--- src/rtl/reset_seq_pkg.sv ---
`default_nettype none
// ============================================================================
// Module      : reset_seq_pkg
// Description : Shared types and constants for the staged reset sequencer.
//               Defines the sequencer state encoding, the reset-cause codes
//               reported on reset_cause, and a small helper used to size the
//               shared stage/hold counter.
// Revision    : 1.0 - initial release
// ============================================================================
package reset_seq_pkg;

    // Sequencer states, explicitly encoded in two bits.
    typedef enum logic [1:0] {
        RELEASE = 2'd0,
        RUN     = 2'd1,
        HOLD    = 2'd2
    } seq_state_e;

    // Last-reset-cause codes (2'b00 is never reported).
    localparam logic [1:0] CAUSE_POR  = 2'b01;
    localparam logic [1:0] CAUSE_SOFT = 2'b10;
    localparam logic [1:0] CAUSE_WDT  = 2'b11;

    function automatic int max_int(input int a, input int b);
        return (a > b) ? a : b;
    endfunction

endpackage
`default_nettype wire

--- src/rtl/reset_sync.sv ---
`default_nettype none
// ============================================================================
// Module      : reset_sync
// Description : Two-flop reset synchronizer. Assertion is asynchronous,
//               deassertion is aligned to clk and appears two rising edges
//               after the asynchronous input goes high.
// Ports       : clk      - clock of the destination domain
//               i_arst_n - asynchronous active-low reset in
//               o_rst_n  - active-low reset, synchronously released
// Revision    : 1.0 - initial release
// ============================================================================
module reset_sync (
    input  logic clk,
    input  logic i_arst_n,
    output logic o_rst_n
);

    logic [1:0] r_sync;

    always_ff @(posedge clk or negedge i_arst_n) begin
        if (!i_arst_n) begin
            r_sync <= 2'b00;
        end else begin
            r_sync <= {r_sync[0], 1'b1};
        end
    end

    assign o_rst_n = r_sync[1];

endmodule
`default_nettype wire

--- src/rtl/reset_sequencer.sv ---
`default_nettype none
// ============================================================================
// Module      : reset_sequencer
// Description : Turns the power-on reset into staged, per-domain resets that
//               are released one domain at a time (index 0 first). A soft
//               reset request (acknowledged for one cycle) or a watchdog bite
//               re-asserts every domain, holds them for HOLD_CYCLES and then
//               replays the staged release.
// Ports       : clk          - single clock
//               rst_n_in     - asynchronous active-low reset (POR porb_l)
//               soft_rst_req - level soft-reset request, held until acked
//               wdt_bite     - watchdog reset request
//               dom_rst_n    - per-domain active-low resets
//               seq_done     - all domains released
//               soft_rst_ack - one-cycle acknowledge of a soft request
//               reset_cause  - last reset cause (only with RESET_CAUSE_EN)
// Config      : define RESET_CAUSE_EN to add the reset_cause port/register.
// Revision    : 1.0 - initial release
// ============================================================================
module reset_sequencer
    import reset_seq_pkg::*;
#(
    parameter int NUM_DOMAINS  = 4,
    parameter int STAGE_CYCLES = 16,
    parameter int HOLD_CYCLES  = 32
) (
    input  logic                   clk,
    input  logic                   rst_n_in,
    input  logic                   soft_rst_req,
    input  logic                   wdt_bite,
    output logic [NUM_DOMAINS-1:0] dom_rst_n,
    output logic                   seq_done,
    output logic                   soft_rst_ack
`ifdef RESET_CAUSE_EN
    ,
    output logic [1:0]             reset_cause
`endif
);

    localparam int CNT_W = $clog2(max_int(STAGE_CYCLES, HOLD_CYCLES) + 1);
    localparam int IDX_W = (NUM_DOMAINS > 1) ? $clog2(NUM_DOMAINS) : 1;

    // The counter value on the edge that completes a stage / hold period.
    localparam logic [CNT_W-1:0] C_STAGE_LAST = CNT_W'(STAGE_CYCLES - 1);
    localparam logic [CNT_W-1:0] C_HOLD_LAST  = CNT_W'(HOLD_CYCLES - 1);
    localparam logic [IDX_W-1:0] C_IDX_LAST   = IDX_W'(NUM_DOMAINS - 1);

    logic                   rst_sync_n;
    seq_state_e             r_state;
    logic [CNT_W-1:0]       r_cnt;
    logic [IDX_W-1:0]       r_idx;
    logic [NUM_DOMAINS-1:0] r_dom_rst_n;
    logic                   r_seq_done;
    logic                   r_soft_rst_ack;
    logic                   w_enter_hold;
    logic                   w_soft_accept;
    logic [NUM_DOMAINS-1:0] w_release_mask;

    reset_sync u_reset_sync (
        .clk      (clk),
        .i_arst_n (rst_n_in),
        .o_rst_n  (rst_sync_n)
    );

    // A soft request is only honoured in RUN; a bite is honoured everywhere
    // and, in HOLD, restarts the hold period.
    assign w_soft_accept  = (r_state == RUN) && soft_rst_req;
    assign w_enter_hold   = wdt_bite || w_soft_accept;
    assign w_release_mask = NUM_DOMAINS'(1) << r_idx;

    always_ff @(posedge clk or negedge rst_sync_n) begin
        if (!rst_sync_n) begin
            r_state        <= RELEASE;
            r_cnt          <= '0;
            r_idx          <= '0;
            r_dom_rst_n    <= '0;
            r_seq_done     <= 1'b0;
            r_soft_rst_ack <= 1'b0;
        end else begin
            r_soft_rst_ack <= 1'b0;
            if (w_enter_hold) begin
                r_state        <= HOLD;
                r_cnt          <= '0;
                r_idx          <= '0;
                r_dom_rst_n    <= '0;
                r_seq_done     <= 1'b0;
                r_soft_rst_ack <= w_soft_accept;
            end else begin
                unique case (r_state)
                    RELEASE: begin
                        if (r_cnt == C_STAGE_LAST) begin
                            r_cnt       <= '0;
                            r_dom_rst_n <= r_dom_rst_n | w_release_mask;
                            if (r_idx == C_IDX_LAST) begin
                                r_seq_done <= 1'b1;
                                r_state    <= RUN;
                            end else begin
                                r_idx <= r_idx + IDX_W'(1);
                            end
                        end else begin
                            r_cnt <= r_cnt + CNT_W'(1);
                        end
                    end
                    RUN: begin
                        r_cnt <= '0;
                    end
                    HOLD: begin
                        if (r_cnt == C_HOLD_LAST) begin
                            r_cnt   <= '0;
                            r_state <= RELEASE;
                        end else begin
                            r_cnt <= r_cnt + CNT_W'(1);
                        end
                    end
                    default: begin
                        r_cnt   <= '0;
                        r_state <= RELEASE;
                    end
                endcase
            end
        end
    end

    assign dom_rst_n    = r_dom_rst_n;
    assign seq_done     = r_seq_done;
    assign soft_rst_ack = r_soft_rst_ack;

`ifdef RESET_CAUSE_EN
    logic [1:0] r_reset_cause;

    // Watchdog wins over a simultaneous soft request.
    always_ff @(posedge clk or negedge rst_sync_n) begin
        if (!rst_sync_n) begin
            r_reset_cause <= CAUSE_POR;
        end else if (w_enter_hold) begin
            r_reset_cause <= wdt_bite ? CAUSE_WDT : CAUSE_SOFT;
        end
    end

    assign reset_cause = r_reset_cause;
`endif

endmodule
`default_nettype wire

--- config.mk ---
export PLATFORM = sky130hd
export DESIGN_NAME = reset_sequencer
export DESIGN_NICKNAME = d
export VERILOG_FILES = /design/src/rtl/reset_seq_pkg.sv /design/src/rtl/reset_sync.sv /design/src/rtl/reset_sequencer.sv
export SDC_FILE = /design/constraint.sdc
export NUM_CORES = 1
export LEC_CHECK = 0
export CELL_PAD_IN_SITES_DETAIL_PLACEMENT = 2
export CELL_PAD_IN_SITES_GLOBAL_PLACEMENT = 2
export CORE_ASPECT_RATIO = 0.6
export CORE_MARGIN = 2
export CORE_UTILIZATION = 34
export DETAILED_ROUTE_END_ITERATION = 7
export HOLD_SLACK_MARGIN = 0.12
export PLACE_DENSITY = 0.81
export SYNTH_ARGS = -nofsm -noshare
export SYNTH_HDL_FRONTEND = slang
export SYNTH_SLANG_ARGS = --single-unit
export TNS_END_PERCENT = 5
--- constraint.sdc ---
create_clock -name clk -period 0.8 [get_ports clk]
set_input_delay 0.16 -clock clk [delete_from_list [all_inputs] [get_ports clk]]
set_output_delay 0.16 -clock clk [all_outputs]
set_load 0.03 [all_outputs]
Word-level counts from Yosys, hierarchy flattened. Index checks and enable logic that the tools add are counted.

Flip-flop bits (word level): 18. Bits of input ports: 4.

$add $sub $neg: 2. Equality and inequality tests: 10. Shift operators: 1. Mux-type cells: 21. Bitwise logic cells: 1. Reduce and logical (&&, ||, !) cells: 10.

Operator list (number): 6-bit 2-to-1 mux (3); 2-bit 2-to-1 mux (8); 4-bit 2-to-1 mux (3); 6-bit case mux with 2 select lines (1); 3-bit != test, second input constant (3); 6-bit by 1-bit adder with 6-bit output, second input constant (1); 6-bit by 4-bit == test with 1-bit output, second input constant (1); 6-bit by 5-bit == test with 1-bit output, second input constant (1); 2-bit case mux with 3 select lines (1); 3-bit AND reduction (2); 2-bit nonzero test (3); 1-bit 2-to-1 mux (5); 2-bit == test, second input constant (2); 2-bit != test, second input constant (2); 4-bit bitwise OR (1); 4-bit AND reduction (1); 1-bit by 2-bit << shifter with 4-bit output, first input constant (1); 2-bit by 1-bit adder with 2-bit output, second input constant (1); 2-bit by 1-bit == test with 1-bit output, second input constant (1); 2-bit logical NOT (1); 2-bit AND reduction (1); 1-bit logical AND (1); 1-bit logical OR (1).

Logic depth before layout (Yosys ltp).
Word-level depth: 5. Mapped depth: 4.

Hierarchy. A second synthesis with hierarchy kept.

Cell total of the unflattened synthesis: 77. Area total of the unflattened synthesis: 824.5 um2.

By module, submodules not included: reset_sequencer (times used 1, cells each 74, area each 770.7 um2); reset_sync (times used 1, cells each 3, area each 53.8 um2).

Least setup slack after synthesis. OpenSTA, ideal clock, no wires.

Path type: register to register. Start point: register r_idx[0]. End point: register r_idx[1]. Setup time: 0.123 ns. Arrival: 1.283 ns. Data required time: 0.677 ns. Setup slack: -0.606 ns. Cell stages (with the launch flop): 5. Path buffers: 0. Path through: dfrtp_1 > ha_1 > or4b_1 > o21ai_0 > a21oi_1.

Longest elaborated chain between the ends: 5.

Ends and longest elaborated chain: from (decl) (line reset_sequencer.sv:51) `logic [IDX_W-1:0] r_idx;`; from (signal assigned) (line reset_sequencer.sv:98) `r_idx <= r_idx + IDX_W'(1);`; 2-bit by 1-bit adder with 2-bit output (line reset_sequencer.sv:98); 2-bit 2-to-1 mux (line reset_sequencer.sv:94) `if (r_idx == C_IDX_LAST) begin`; 2-bit 2-to-1 mux (line reset_sequencer.sv:91) `if (r_cnt == C_STAGE_LAST) begin`; 2-bit 2-to-1 mux (line reset_sequencer.sv:89) `unique case (r_state)`; 2-bit 2-to-1 mux (line reset_sequencer.sv:81) `if (w_enter_hold) begin`.

Several ways; a longest one is shown, not always the timed one. The select of a mux whose other input is x is not followed. A chain may end at the register's enable or synchronous reset.

Worst setup path in the final report.
Start point: register r_idx[1]. End point: register r_idx[1].

The elaborated chain is that of the path after synthesis.

==> flow_metrics.env <==
export IMPL_via_per_inst=5.48
export IMPL_post_route_min_period_ns=1.49
export IMPL_status="complete, but fails checks"
export IMPL_crit_type="flip-flop to flip-flop"
export IMPL_report_final_slew_viol_count=0
export IMPL_numCtsBuffers=3
export IMPL_clk_pin_slew_worst_paths_ns=0.08
export IMPL_overflow=0
export IMPL_cts_tree="done"
export IMPL_violations="negative setup slack"
export IMPL_r2r_end="r_idx[1]$_DFFE_PN0P_"
export IMPL_syn_num_nets=86
export IMPL_power_mw=1.90
export IMPL_synth_area_um2=847
export IMPL_path_buf_inv=0
export IMPL_synth_area_leaders="dfrtp_1 53%, ha_1 7.4%, nor2_1 3.5%"
export IMPL_rr_worst_depth=4
export IMPL_yosysTopAreaCellShare_pct=53.2
export IMPL_die_area_um2=2920
export IMPL_stdcell_count=139
export IMPL_portBuffers=9
export IMPL_die_w_um=68.4
export IMPL_topRoutingLayerUsed="met4"
export IMPL_track_usage_pct=24.1
export IMPL_synth_seq_cells=18
export IMPL_fin_worst_skew_ns=0.00328
export IMPL_p_leak_nw=0.561
export IMPL_routed_wl_mm=3.35
export IMPL_synth_area_per_cell_um2=11.0
export IMPL_final_layout_size_suffix_gt1_share_pct=45.0
export IMPL_hold_violations=0
export IMPL_grt_pass1_vias=895
export IMPL_antenna_found_initial=0
export IMPL_finalSetupViolCount=22
export IMPL_clk_path_buf_depth=2
export IMPL_yosysTopAreaCell="dfrtp_1"
export IMPL_yosysSeqAreaShare_pct=53.2
export IMPL_cp_top_family="simple AND/OR/NAND/NOR gates"
export IMPL_wl_met3_um=179
export IMPL_end_kind="flip-flop"
export IMPL_max_freq_mhz=671
export IMPL_r2r_start="r_idx[1]$_DFFE_PN0P_"
export IMPL_critical_path_max_stage_delay_ns=0.52
export IMPL_syn_to_final_growth_pct=53.3
export IMPL_cp_required_ns=0.94
export IMPL_yosysWarnings=0
export IMPL_synth_cell_types=29
export IMPL_fp_coreArea_um2=2260
export IMPL_synth_cells=77
export IMPL_timing_final_crit_share_pct=186
export IMPL_dp_cells=132
export IMPL_htree_levels=1
export IMPL_min_path_type="flip-flop to asynchronous set/reset pin"
export IMPL_rsz0062_at_grt="true"
export IMPL_wl_met2_mm=1.58
export IMPL_critPathSlowestCell="or4b_4"
export IMPL_ir_drop_v=0.000783
export IMPL_fp_dieH_um=42.7
export IMPL_dr_first_iter_drc_count=61
export IMPL_dr_pass1_iters=4
export IMPL_start_util_pct=37.5
export IMPL_remaining_drc_errors=0
export IMPL_path_cells="ha_4 -> or4b_4 -> o21ai_2 -> a21oi_1"
export IMPL_dp_hpwl_mm=1.98
export IMPL_cap_viol_max_count=0
export IMPL_n_antenna_cell=0
export IMPL_crit_fanout=3
export IMPL_grt_pass1_wl_mm=4.81
export IMPL_clock_latency_ns=0.26
export IMPL_num_rows=13
export IMPL_setup_ws_ns=-0.690
export IMPL_wire_per_inst_um=24.1
export IMPL_pin_count=10
export IMPL_gp_congestion=0.777
export IMPL_regToRegSetupSlack_ns=-0.69
export IMPL_vias=762
export IMPL_worstPathArrival_ns=1.63
export IMPL_drt_met1_wl_mm=1.55
export IMPL_power_density_nw_per_um2=1470
export IMPL_final_nets=119
export IMPL_n_fill_cell=217
export IMPL_clock_sinks=18
export IMPL_antenna_left=0
export IMPL_ctsRootBufferMaster="clkbuf_8"
export IMPL_finalHoldWorstSlack_ns=0.199
export IMPL_critPathLaunchType="flip-flop"
export IMPL_grt_max_degree=17
-- per-stage QoR --
stage                     area [µm²]  setup TNS, ns  util, %  setup WS, ns
after global placement          1080          -7.78     48.0        -0.604
final                           1300          -9.17     57.4        -0.690
after global routing            1300         -10.08     57.4        -0.721
after CTS                       1230          -8.42     54.5        -0.626
after detailed placement        1080          -8.90     48.0        -0.679
after floorplan                  850          -6.39        -        -0.568
-- worst max-delay path by stage --
| stage | from | endpoint | slack [ns] | cells after the start |
|---|---|---|---|---|
| after floorplan | r_idx[0]$_DFFE_PN0P_ | r_idx[1]$_DFFE_PN0P_ | -0.57 | 4 |
| after global placement | r_cnt[0]$_DFF_PN0_ | r_state[0]$_DFFE_PN0P_ | -0.60 | 4 |
| after detailed placement | r_cnt[0]$_DFF_PN0_ | seq_done$_DFFE_PN0P_ | -0.68 | 4 |
| after CTS | r_idx[1]$_DFFE_PN0P_ | r_idx[0]$_DFFE_PN0P_ | -0.63 | 4 |
| after global routing | r_idx[1]$_DFFE_PN0P_ | r_idx[1]$_DFFE_PN0P_ | -0.72 | 4 |
| final | r_idx[1]$_DFFE_PN0P_ | r_idx[1]$_DFFE_PN0P_ | -0.69 | 4 |
-- Yosys cell counts --
cell and n:
a21oi_1 3, a31oi_1 3, and2b_1 1, and3b_1 1, and4bb_2 1, buf_2 1, conb_1 1, dfrtp_1 18
ha_1 5, inv_1 4, nand2_1 2, nand2b_1 1, nand3_1 5, nand4b_1 1, nand4bb_1 1, nor2_1 8
nor3_1 1, nor3b_1 2, nor4_2 1, nor4b_1 1, o21a_1 2, o21ai_0 5, o21ba_2 1, o311a_1 1
or2_1 1, or3_1 1, or4b_1 1, xnor2_1 2, xor2_1 2
-- logic make-up (layout without fill, tap and decap cells) --
kind of cell / after synthesis / in the layout / share of synthesized area, %
XOR/XNOR: 4 / 4 / 4.14
AND/OR/NAND/NOR: 29 / 29 / 21.4
buffers and inverters: 5 / 37 / 2.36
adder cells (fa/ha/maj): 5 / 5 / 7.39
other: 1 / 1 / 0.443
flip-flops: 18 / 18 / 53.2
AO/OA/AOI/OAI: 15 / 15 / 11.1
-- sequential cells by signal, indices dropped and copies added (netlist names) --
| name | cells |
|---|---|
| u_reset_sync.r_sync | 2 |
| dom_rst_n | 4 |
| seq_done | 1 |
| r_state | 2 |
| r_idx | 2 |
| soft_rst_ack | 1 |
| r_cnt | 6 |
-- metal layers --
layer	vias up	global-route usage (%)
met2	27	39.4
met5	-	0
met3	9	7.16
met1	393	29.6
li1	333	-
met4	0	9.20
-- what timing repair did --
action / CTS / global route
setup endpoints to repair: 22 / 22
buffers inserted: 2 / 0
resized for setup: 19 / 11
hold endpoints to repair: 2 / 0
pin swaps: 6 / 0
hold buffers: 1 / 0
-- cell type report --
class / instances / area [µm²] / area share (%)
Multi-Input combinational cell: 54 / 479 / 36.9
Sequential cell: 18 / 454 / 35.0
Timing Repair Buffer: 29 / 258 / 19.8
Clock buffer: 4 / 55.1 / 4.24
Tap cell: 30 / 37.5 / 2.89
Inverter: 4 / 15.0 / 1.16
-- report_power, final --
| group | internal, mW | leakage [nW] | total, mW | switching [mW] |
|---|---|---|---|---|
| combinational | 0.0817 | 0.297 | 0.172 | 0.0899 |
| sequential | 0.926 | 0.235 | 0.943 | 0.0166 |
| clock | 0.439 | 0.0288 | 0.789 | 0.350 |
| total | 1.45 | 0.561 | 1.90 | 0.457 |
-- layout by cell type, fill, tap and decap left out, types with 2 or more instances in the layout --
master | synthesis | layout
a21oi_1 | 3 | 3
nand2_1 | 2 | 2
nand3_1 | 5 | 5
dfrtp_1 | 18 | 15
dfrtp_2 | 0 | 3
ha_1 | 5 | 3
buf_6 | 0 | 8
inv_1 | 4 | 4
buf_4 | 0 | 17
clkdlybuf4s50_1 | 0 | 3
o21a_1 | 2 | 2
o21ai_2 | 0 | 4
clkbuf_8 | 0 | 4
nor2_1 | 8 | 7
ha_4 | 0 | 2
xor2_1 | 2 | 2
-- worst register-to-register path: cells and delay by family, from the launching register on --
family | cells | cell delay, ns
DFF | 1 | 0.42
and+or+nand+nor | 1 | 0.52
adders and majority gates | 1 | 0.19
AOI/OAI and AO/OA | 2 | 0.24
Note: power is estimated with default switching activity, not from simulation.
